--- config.mk ---
export PLATFORM = sky130hd
export DESIGN_NAME = msrv32_pc_skid_reg
export DESIGN_NICKNAME = d
export VERILOG_FILES = /design/src/rtl/msrv32_pc_skid_reg.sv
export SDC_FILE = /design/constraint.sdc
export NUM_CORES = 1
export LEC_CHECK = 0
export ABC_CLOCK_PERIOD_IN_PS = 1680
export CORE_ASPECT_RATIO = 1.1
export CORE_MARGIN = 5
export CORE_UTILIZATION = 43
export DETAILED_ROUTE_END_ITERATION = 10
export PLACE_DENSITY = 0.8
export SETUP_SLACK_MARGIN = 0.02
export SYNTH_ARGS = -nofsm -noshare
export SYNTH_HDL_FRONTEND = slang
export SYNTH_SLANG_ARGS = --single-unit
--- constraint.sdc ---
create_clock -name clock -period 1.68 [get_ports clock]
set_input_delay 0.336 -clock clock [delete_from_list [all_inputs] [get_ports clock]]
set_output_delay 0.336 -clock clock [all_outputs]
set_load 0.02 [all_outputs]
--- src/rtl/msrv32_pc_skid_reg.sv ---
// Fetch-PC pipeline register with a two-entry skid buffer, flush/redirect and optional stall counter.
// Latency: in_data -> out_data is 1 cycle when main is empty or being consumed; flush target shows 1 cycle later.
// Backpressure: in_ready = !skid_valid (registered); absorbs a one-cycle out_ready drop. Counter built with MSRV32_PC_STALL_CNT_EN.
module msrv32_pc_skid_reg #(
  parameter int             WIDTH        = 32,
  parameter logic [WIDTH-1:0] BOOT_ADDRESS = '0,
  parameter bit             RESET_VALID  = 1'b1
) (
  input  logic             clock,
  input  logic             rst_in,
  input  logic [WIDTH-1:0] in_data,
  input  logic             in_valid,
  output logic             in_ready,
  output logic [WIDTH-1:0] out_data,
  output logic             out_valid,
  input  logic             out_ready,
  input  logic             flush_in,
  input  logic [WIDTH-1:0] flush_data,
  output logic [31:0]      stall_count_out
);

  logic             main_valid;
  logic [WIDTH-1:0] main_data;
  logic             skid_valid;
  logic [WIDTH-1:0] skid_data;
  logic             accept;
  logic             main_free;

  // Ready depends only on registered state, so no comb path from out_ready/in_valid.
  assign in_ready  = !skid_valid;
  assign accept    = in_valid && in_ready;
  // Main can take a new word when it is empty or being drained this cycle.
  assign main_free = !main_valid || out_ready;

  assign out_valid = main_valid;
  assign out_data  = main_data;

  // Slot update: reset, then flush redirect, then in-order main/skid transfers.
  always_ff @(posedge clock) begin
    if (rst_in) begin
      main_data  <= BOOT_ADDRESS;
      main_valid <= RESET_VALID;
      skid_valid <= 1'b0;
      skid_data  <= '0;
    end else if (flush_in) begin
      // Redirect wins; any word accepted this cycle is deliberately dropped.
      main_data  <= flush_data;
      main_valid <= 1'b1;
      skid_valid <= 1'b0;
    end else if (main_free) begin
      if (skid_valid) begin
        // Drain the older skid word first to keep arrival order.
        main_data  <= skid_data;
        main_valid <= 1'b1;
        skid_valid <= 1'b0;
      end else if (accept) begin
        main_data  <= in_data;
        main_valid <= 1'b1;
      end else begin
        main_valid <= 1'b0;
      end
    end else if (accept) begin
      skid_data  <= in_data;
      skid_valid <= 1'b1;
    end
  end

`ifdef MSRV32_PC_STALL_CNT_EN
  logic [31:0] stall_cnt;
  logic [31:0] stall_nxt;

  // Count cycles where a valid PC is held back by downstream; saturate at all-ones.
  always_comb begin
    stall_nxt = stall_cnt;
    if (main_valid && !out_ready && !flush_in && (stall_cnt != 32'hFFFF_FFFF)) begin
      stall_nxt = stall_cnt + 32'd1;
    end
  end

  // Counter register; written every cycle so its value always tracks stall_nxt.
  always_ff @(posedge clock) begin
    if (rst_in) begin
      stall_cnt <= 32'd0;
    end else begin
      stall_cnt <= stall_nxt;
    end
  end

  assign stall_count_out = stall_cnt;
`else
  assign stall_count_out = 32'h0;
`endif

endmodule

Word level (Yosys, flattened, before mapping) --
Index checks and enable logic that the tools add are counted.
Operators by class: add/subtract/negate cells 0, $mul 0, div/mod/pow operators 0, magnitude comparators 0, eq/ne operators 0, shift operators 0, muxes and demuxes 6, bitwise operators 2, reduce and logical (&&, ||, !) cells 10
Operators by type and width (count):
- 2-to-1 mux 32 bit | 4
- AND reduction 3 bit | 1
- nonzero test 3 bit | 1
- OR reduction 3 bit | 1
- logical NOT 1 bit | 2
- 2-to-1 mux 1 bit | 2
- inverter 1 bit | 2
- AND reduction 2 bit | 1
- nonzero test 2 bit | 1
- OR reduction 2 bit | 1
- logical AND 1 bit | 1
- logical OR 1 bit | 1
Storage, ports and cells: register bits 66, latch bits 0, memory bits (writable) 0, memory bits (read-only) 0, word-level logic and storage cells 22, memories kept 0

Longest topological paths before layout --
Gate-level depths: netlist (run 1).
depth in word-level cells 6, gate-level depth with buffers 5, mapped depth without buffers 3

Worst setup path before layout (run 1) --
No wires, ideal clock.
kind reg-to-reg, start point reg main_valid (netlist: out_valid), end point reg skid_data[10], arrival 1.390 ns, data required time 1.608 ns, setup slack 0.218 ns, stages on the path, launching flop included 5, buffers on the path 1, period minus slack after synthesis 1.462 ns, path through dfxtp_1 -> nand2b_4 -> nor4b_4 -> buf_6 -> mux2i_1
On the way: word-level cells in the longest chain between the ends 4
Ends and longest elaborated chain:
- from (decl) | RTL line 22 | logic main_valid;
- from (signal assigned) | RTL line 42 | main_valid <= RESET_VALID;
- from (signal assigned) | RTL line 48 | main_valid <= 1'b1;
- from (signal assigned) | RTL line 54 | main_valid <= 1'b1;
- logical NOT 1 bit | RTL line 33 | assign main_free = !main_valid || out_ready;
- logical OR 1 bit | RTL line 33
- inverter 1 bit (no source line)
- AND reduction 3 bit (no source line)
- to (signal assigned) | RTL line 63 | skid_data <= in_data;
- to (decl) | RTL line 25 | logic [WIDTH-1:0] skid_data;
No other way between the ends. A chain may end at the register's enable or synchronous reset.

Worst setup path in the final report (run 1) --
start point reg main_data[11] (netlist: out_data[11]), end point out out_data[11]
RTL lines:
- from (decl) | RTL line 23 | logic [WIDTH-1:0] main_data;
- from (signal assigned) | RTL line 47 | main_data <= flush_data;
- from (signal assigned) | RTL line 53 | main_data <= skid_data;
- from (signal assigned) | RTL line 57 | main_data <= in_data;
- to (decl) | RTL line 14 | output logic [WIDTH-1:0] out_data,
No word-level cell between the ends.

==> metrics, run 1 <==
DRC=0; Post-Synthesis Cells=358; Final setup violation count=0; Post-synth top cells=dfxtp_1, mux2i_1, nand2b_1; Yosys reg bits=66; CP startpoint=out_data[11]; synth top area cells=dfxtp_1, mux2i_1, nand2b_1; crit-path cells=clkdlybuf4s50_1; total track usage=~17%; Initial Utilization=around 44%; initial antenna violation count=0; clk_lat worst skew=approximately 0.33 ns; Buf+Inv Stages, Crit Path=1; largest net degree at the start of global routing=66; vias in the first global route=2644; most numerous cell in the Yosys netlist=dfxtp_1; Hold Path Class=flop to flop; Synth top area share=39.55%; setup bufs post-CTS=0; f_max=~0.62 GHz; CP endpoint kind=output pin; Starting DRT DRC Count=a little under 90; clock-pin slew on the worst setup and hold paths=~0.07 ns; H-tree levels=3; Critical Path Fanout Max=2; Critical Path RT=about 1.3 ns; final wirelength=~7.8 mm; peak supply drop=between 0.5 and 0.6 mV; Setup Skew=just under 0.008 ns; IO Pins=between 100 and 150; first-pass GRT wire length=roughly 13 mm; RSZ-0062 raised after global routing=false; first drt pass iteration count=7; Area growth syn-to-layout=40.07%; number of CTS-inserted buffers=9; # port buffers=between 100 and 150; Unique masters post-synth=19; crit path kind=flop to output pin; final net count=about 530; hold_sp=skid_data[7]; Wirelength per Cell=around 14 um; Die X=roughly 94 um; CTS sink cnt=66; pre-CTS WS=-0.1433 ns; Row Count=33; Die Footprint=about 0.0096 sq mm; Worst path top cell family by delay=buffers and inverters; CP Launch Type=flop; number of flops mapped to enable cells by yosys=0; Synth area leader=dfxtp_1; PD cells=between 800 and 900 mW/mm^2; Top FF cell, synth=dfxtp_1; Reg2Reg Launch Point=out_valid; Post-DP Area=roughly 0.0044 sq mm; Final Hold Fails=0; CTS root buf=clkbuf_8; register area share after synthesis=between 30% and 40%; crit share post-route=between 90% and 100%; post-route worst setup slack=between 0.07 and 0.08 ns; mapped cell area=0.003341 sq mm; Via density=4.633; leak pwr=a little under 0.002 uW; Max Cap Viol=0; crit path time final=1.609 ns; CP arrival=around 1.3 ns; Die H=102.4 um; Yosys warnings=0; share of layout cells above drive strength 1=between 6 and 7%; Ant. Diodes=0; final instance area=roughly 0.0047 sq mm; Core Region=approximately 0.0075 sq mm; TritonCTS clock tree=done; status=finished clean; number of hold buffers added after CTS=0; Async S/R FF share, synth=0%; slowest CP cell=clkdlybuf4s50_1; ANT nets after route=0; Mean Syn Cell Area=9.332 sq um; Routability Congestion=0.7276; Max Root-Sink Buffers=2; final-report max-slew violation count=0; post-DP HPWL=~5.7 mm; routed vias=between 2000 and 3000; Worst path max stage delay=approximately 0.6 ns; GR Overflow Total=0
## registers in the layout, indices dropped and copies added (netlist names)
register / count
out_valid: 1
skid_valid: 1
skid_data: 32
out_data: 32
## placed cells by master (no fill, tap or decap), drive strengths merged
cell type      count
clkdlybuf4s50     82
dfxtp             66
nand2b            65
mux2i             64
inv               33
nand2             32
o221ai            32
conb              32
dlymetal6s2s      16
clkbuf            11
buf               11
dlygate4sd2        4
bufinv             3
nor2               2
clkinv             2
nor2b              2
o21ai              1
o211ai             1
nor4b              1
nand3              1
nor4               1
## worst paths after layout
check                                      to  slack, ns  cells after the start
worst min-delay path             skid_data[7]       0.47                      2
worst min register to register   skid_data[7]       0.47                      2
worst max-delay path             out_data[11]       0.07                      1
worst max register to register  skid_data[18]       0.32                      4
## where the power goes
group	leakage, uW	internal (uW)	switching [uW]	total (uW)
clock network	0.000129	1060	593	1660
logic	0.00130	377	350	727
registers	0.000541	1650	42.4	1690
total	0.00197	3090	986	4070
## through the flow
stage	total power (uW)	utilization (%)	cells	hold slack [ns]	setup TNS [ns]
after CTS	4130	61.74	567	0.4743	0
final	4075	62.27	567	0.4702	0
after detailed placement	2468	58.46	551	0.4643	-5.731
after floorplan	2160	-	389	0.4145	0
after global placement	2454	58.46	551	0.4570	-3.480
after global routing	4272	62.27	567	0.5036	0
## kinds of logic (layout without fill, tap and decap cells)
| kind of cell | after synthesis | in the layout | share of synthesized area [%] |
|---|---|---|---|
| AO/OA/AOI/OAI | 34 | 34 | 8.764 |
| other | 1 | 32 | 0.1123 |
| flip-flops | 66 | 66 | 39.55 |
| AND/OR/NAND/NOR | 104 | 104 | 17.64 |
| buffers and inverters | 89 | 162 | 14.76 |
| multiplexers | 64 | 64 | 19.18 |
## timing repair
action	4_1_cts	5_1_grt
gates cloned	0	0
pin swaps	0	0
setup endpoints to repair	4	16
resized for setup	4	16
## metal layers
layer  GRT usage [%]  up-vias  wire length, um
met2           28.67       79             4064
met1           19.14     1210             3157
met5               0        -                0
met4           7.444        0               97
li1                -     1331                -
met3           4.197        7              493
## cell type report
| cell class | count | area [sq um] |
|---|---|---|
| clock buffers | 11 | 151.4 |
| flip-flops and latches | 66 | 1323 |
| well taps | 105 | 131.4 |
| inverters | 33 | 123.9 |
| repair buffers | 113 | 1201 |
| fillers | 674 | 2835 |
| clock inverters | 5 | 100.1 |
| multi-input cells | 234 | 1649 |
(Power assumes the default switching activity.)
==> run 2: changes to the inputs <==
- SLEW_MARGIN: unset -> 20
==> results of run 2 <==
No change in the layout: final DEF, timing and power equal those of run 1.
==> run 3: changes to the inputs <==
- CORE_UTILIZATION: 43 -> 25
- CTS_CLUSTER_DIAMETER: unset -> 30
- PLACE_DENSITY: 0.8 -> unset
==> metrics, run 3 (synthesis gave the netlist of run 1 again) <==
leak pwr=0.001788 uW (was 0.001970 uW); RSZ-0062 raised after global routing=false (unchanged); first drt pass iteration count=4 (was 7); Final Hold Fails=0 (unchanged); CP endpoint kind=output pin (unchanged); final wirelength=8.520 mm (was 7.813 mm); total track usage=10.82% (was 16.52%); Die X=120.2 um (was 94.04 um); CTS root buf=clkbuf_16 (was clkbuf_8); uppermost layer routed=met4 (unchanged); H-tree levels=3 (unchanged); post-route worst setup slack=0.06688 ns (was 0.07118 ns); Core Region=0.01316 sq mm (was 0.007515 sq mm); peak supply drop=0.3379 mV (was 0.5551 mV); CTS sink cnt=66 (unchanged); Buf+Inv Stages, Crit Path=1 (unchanged); first-pass GRT wire length=13.78 mm (was 12.59 mm); Die Footprint=0.01578 sq mm (was 0.009634 sq mm); clock-pin slew on the worst setup and hold paths=0.05 ns (was 0.07 ns); fillers=1299 (was 674); crit path kind=flop to output pin (unchanged); Max Root-Sink Buffers=2 (unchanged); vias in the first global route=2764 (was 2644); crit path time final=1.613 ns (was 1.609 ns); Die H=131.2 um (was 102.4 um); f_max=0.6199 GHz (was 0.6216 GHz); slowest CP cell=clkdlybuf4s50_1 (unchanged); clk_lat worst skew=0.32 ns (was 0.33 ns); setup bufs post-CTS=0 (unchanged); Worst path max stage delay=0.62 ns (was 0.61 ns); DR WL met3=541 um (was 493 um); CP Launch Type=flop (unchanged); most frequent cells in the layout=clkdlybuf4s50_1, dfxtp_1, mux2i_1, nand2b_1, inv_1 (unchanged); Hold Path Class=input pin to flop (was flop to flop); Row Count=44 (was 33); crit share post-route=96.02% (was 95.76%); largest net degree at the start of global routing=41 (was 66); share of layout cells above drive strength 1=7.906% (was 6.926%); final-report max-slew violation count=0 (unchanged); Via density=4.213 (was 4.633); Max Cap Viol=0 (unchanged); fin util=36.36% (was 62.27%); Routability Congestion=0.6854 (was 0.7276); Setup Skew=0.004497 ns (was 0.007746 ns); TritonCTS clock tree=done (unchanged); routed vias=2650 (was 2627); Ant. Diodes=0 (unchanged); Starting DRT DRC Count=60 (was 87); GR Overflow Total=0 (unchanged); Final setup violation count=0 (unchanged); DRC=0 (unchanged); status=finished clean (unchanged); pre-CTS WS=-0.2098 ns (was -0.1433 ns); crit-path cells=clkdlybuf4s50_1 (unchanged); most common cell after layout, fill and taps aside=clkdlybuf4s50_1 (unchanged); routed wl met2=3.925 mm (was 4.064 mm); number of hold buffers added after CTS=0 (unchanged); # port buffers=102 (unchanged); PD cells=878.8 mW/mm^2 (was 870.8 mW/mm^2); initial antenna violation count=0 (unchanged); met1 WL=3.931 mm (was 3.157 mm); Worst path top cell family by delay=buffers and inverters (unchanged); Wirelength per Cell=13.55 um (was 13.78 um); Critical Path RT=1.34 ns (about the same); CP arrival=1.28 ns (was 1.27 ns); post-DP HPWL=6.538 mm (was 5.667 mm); IO Pins=135 (unchanged); final net count=532 (was 526); Critical Path Fanout Max=2 (unchanged); Area growth syn-to-layout=43.22% (was 40.07%); Initial Utilization=25.39% (was 44.46%); total negative setup slack=0 ns (unchanged); ANT nets after route=0 (unchanged); number of CTS-inserted buffers=9 (unchanged)
run 3: cell count changes in the layout (fill, tap and decap cells not counted), sizes merged:
| cell | previous run | this run |
|---|---|---|
| bufinv | 3 | 0 |
| buf | 11 | 18 |
| clkdlybuf4s50 | 82 | 97 |
| dlygate4sd2 | 4 | 2 |
| dlymetal6s2s | 16 | 2 |
| clkbuf | 11 | 14 |
run 3: final timing paths:
| kind | startpoint | end | slack, ns | cells after the start |
|---|---|---|---|---|
| max | out_data[18] | out_data[18] | 0.07 | 1 |
| min | rst_in | out_valid | 0.44 | 4 |
| max reg2reg | out_valid | skid_data[13] | 0.29 | 4 |
| min reg2reg | skid_data[14] | skid_data[14] | 0.47 | 2 |
run 3: what timing repair did:
item | CTS | global route
pin swaps | 0 | 0
endpoints found under the setup margin | 2 | 2
resized for setup | 2 | 2
run 3: layout make-up:
class	count	area, sq um	share of cell area [%]
multi-input combinational	234	1657	34.62
clock inverter	2	10.01	0.2092
clock buffer	14	274.0	5.727
inverter	33	123.9	2.589
tap	161	201.4	4.210
timing repair buffer	119	1196	25.00
sequential	66	1323	27.64
run 3: worst reg2reg max path: stages (launching register included):
cell and delay (ns):
dfxtp_1 0.40, nand2b_4 0.08, nor4b_4 0.39, buf_12 0.24, mux2i_1 0.21
run 3: per-layer routing:
layer | track usage (%) | vias to the layer above
li1 | - | 1341
met1 | 13.27 | 1216
met2 | 17.49 | 83
met3 | 4.170 | 10
met4 | 3.463 | 0
met5 | 0 | -
run 3: power breakdown:
group          internal (uW)  total (uW)  switching [uW]
clock network           1110        1760             645
registers               1650        1700            45.6
logic                    389         746             358
run 3: per-stage QoR:
| stage | power (uW) | hold slack, ns | cell area [sq um] | std cells |
|---|---|---|---|---|
| 2_1_floorplan | 2160 | 0.4145 | 3457 | 389 |
| 3_3_place_gp | 2471 | 0.4571 | 4498 | 613 |
| 3_5_place_dp | 2484 | 0.4640 | 4498 | 613 |
| 4_1_cts | 4272 | 0.4345 | 4780 | 629 |
| 5_1_grt | 4394 | 0.4730 | 4785 | 629 |
| 6_report | 4205 | 0.4449 | 4785 | 629 |
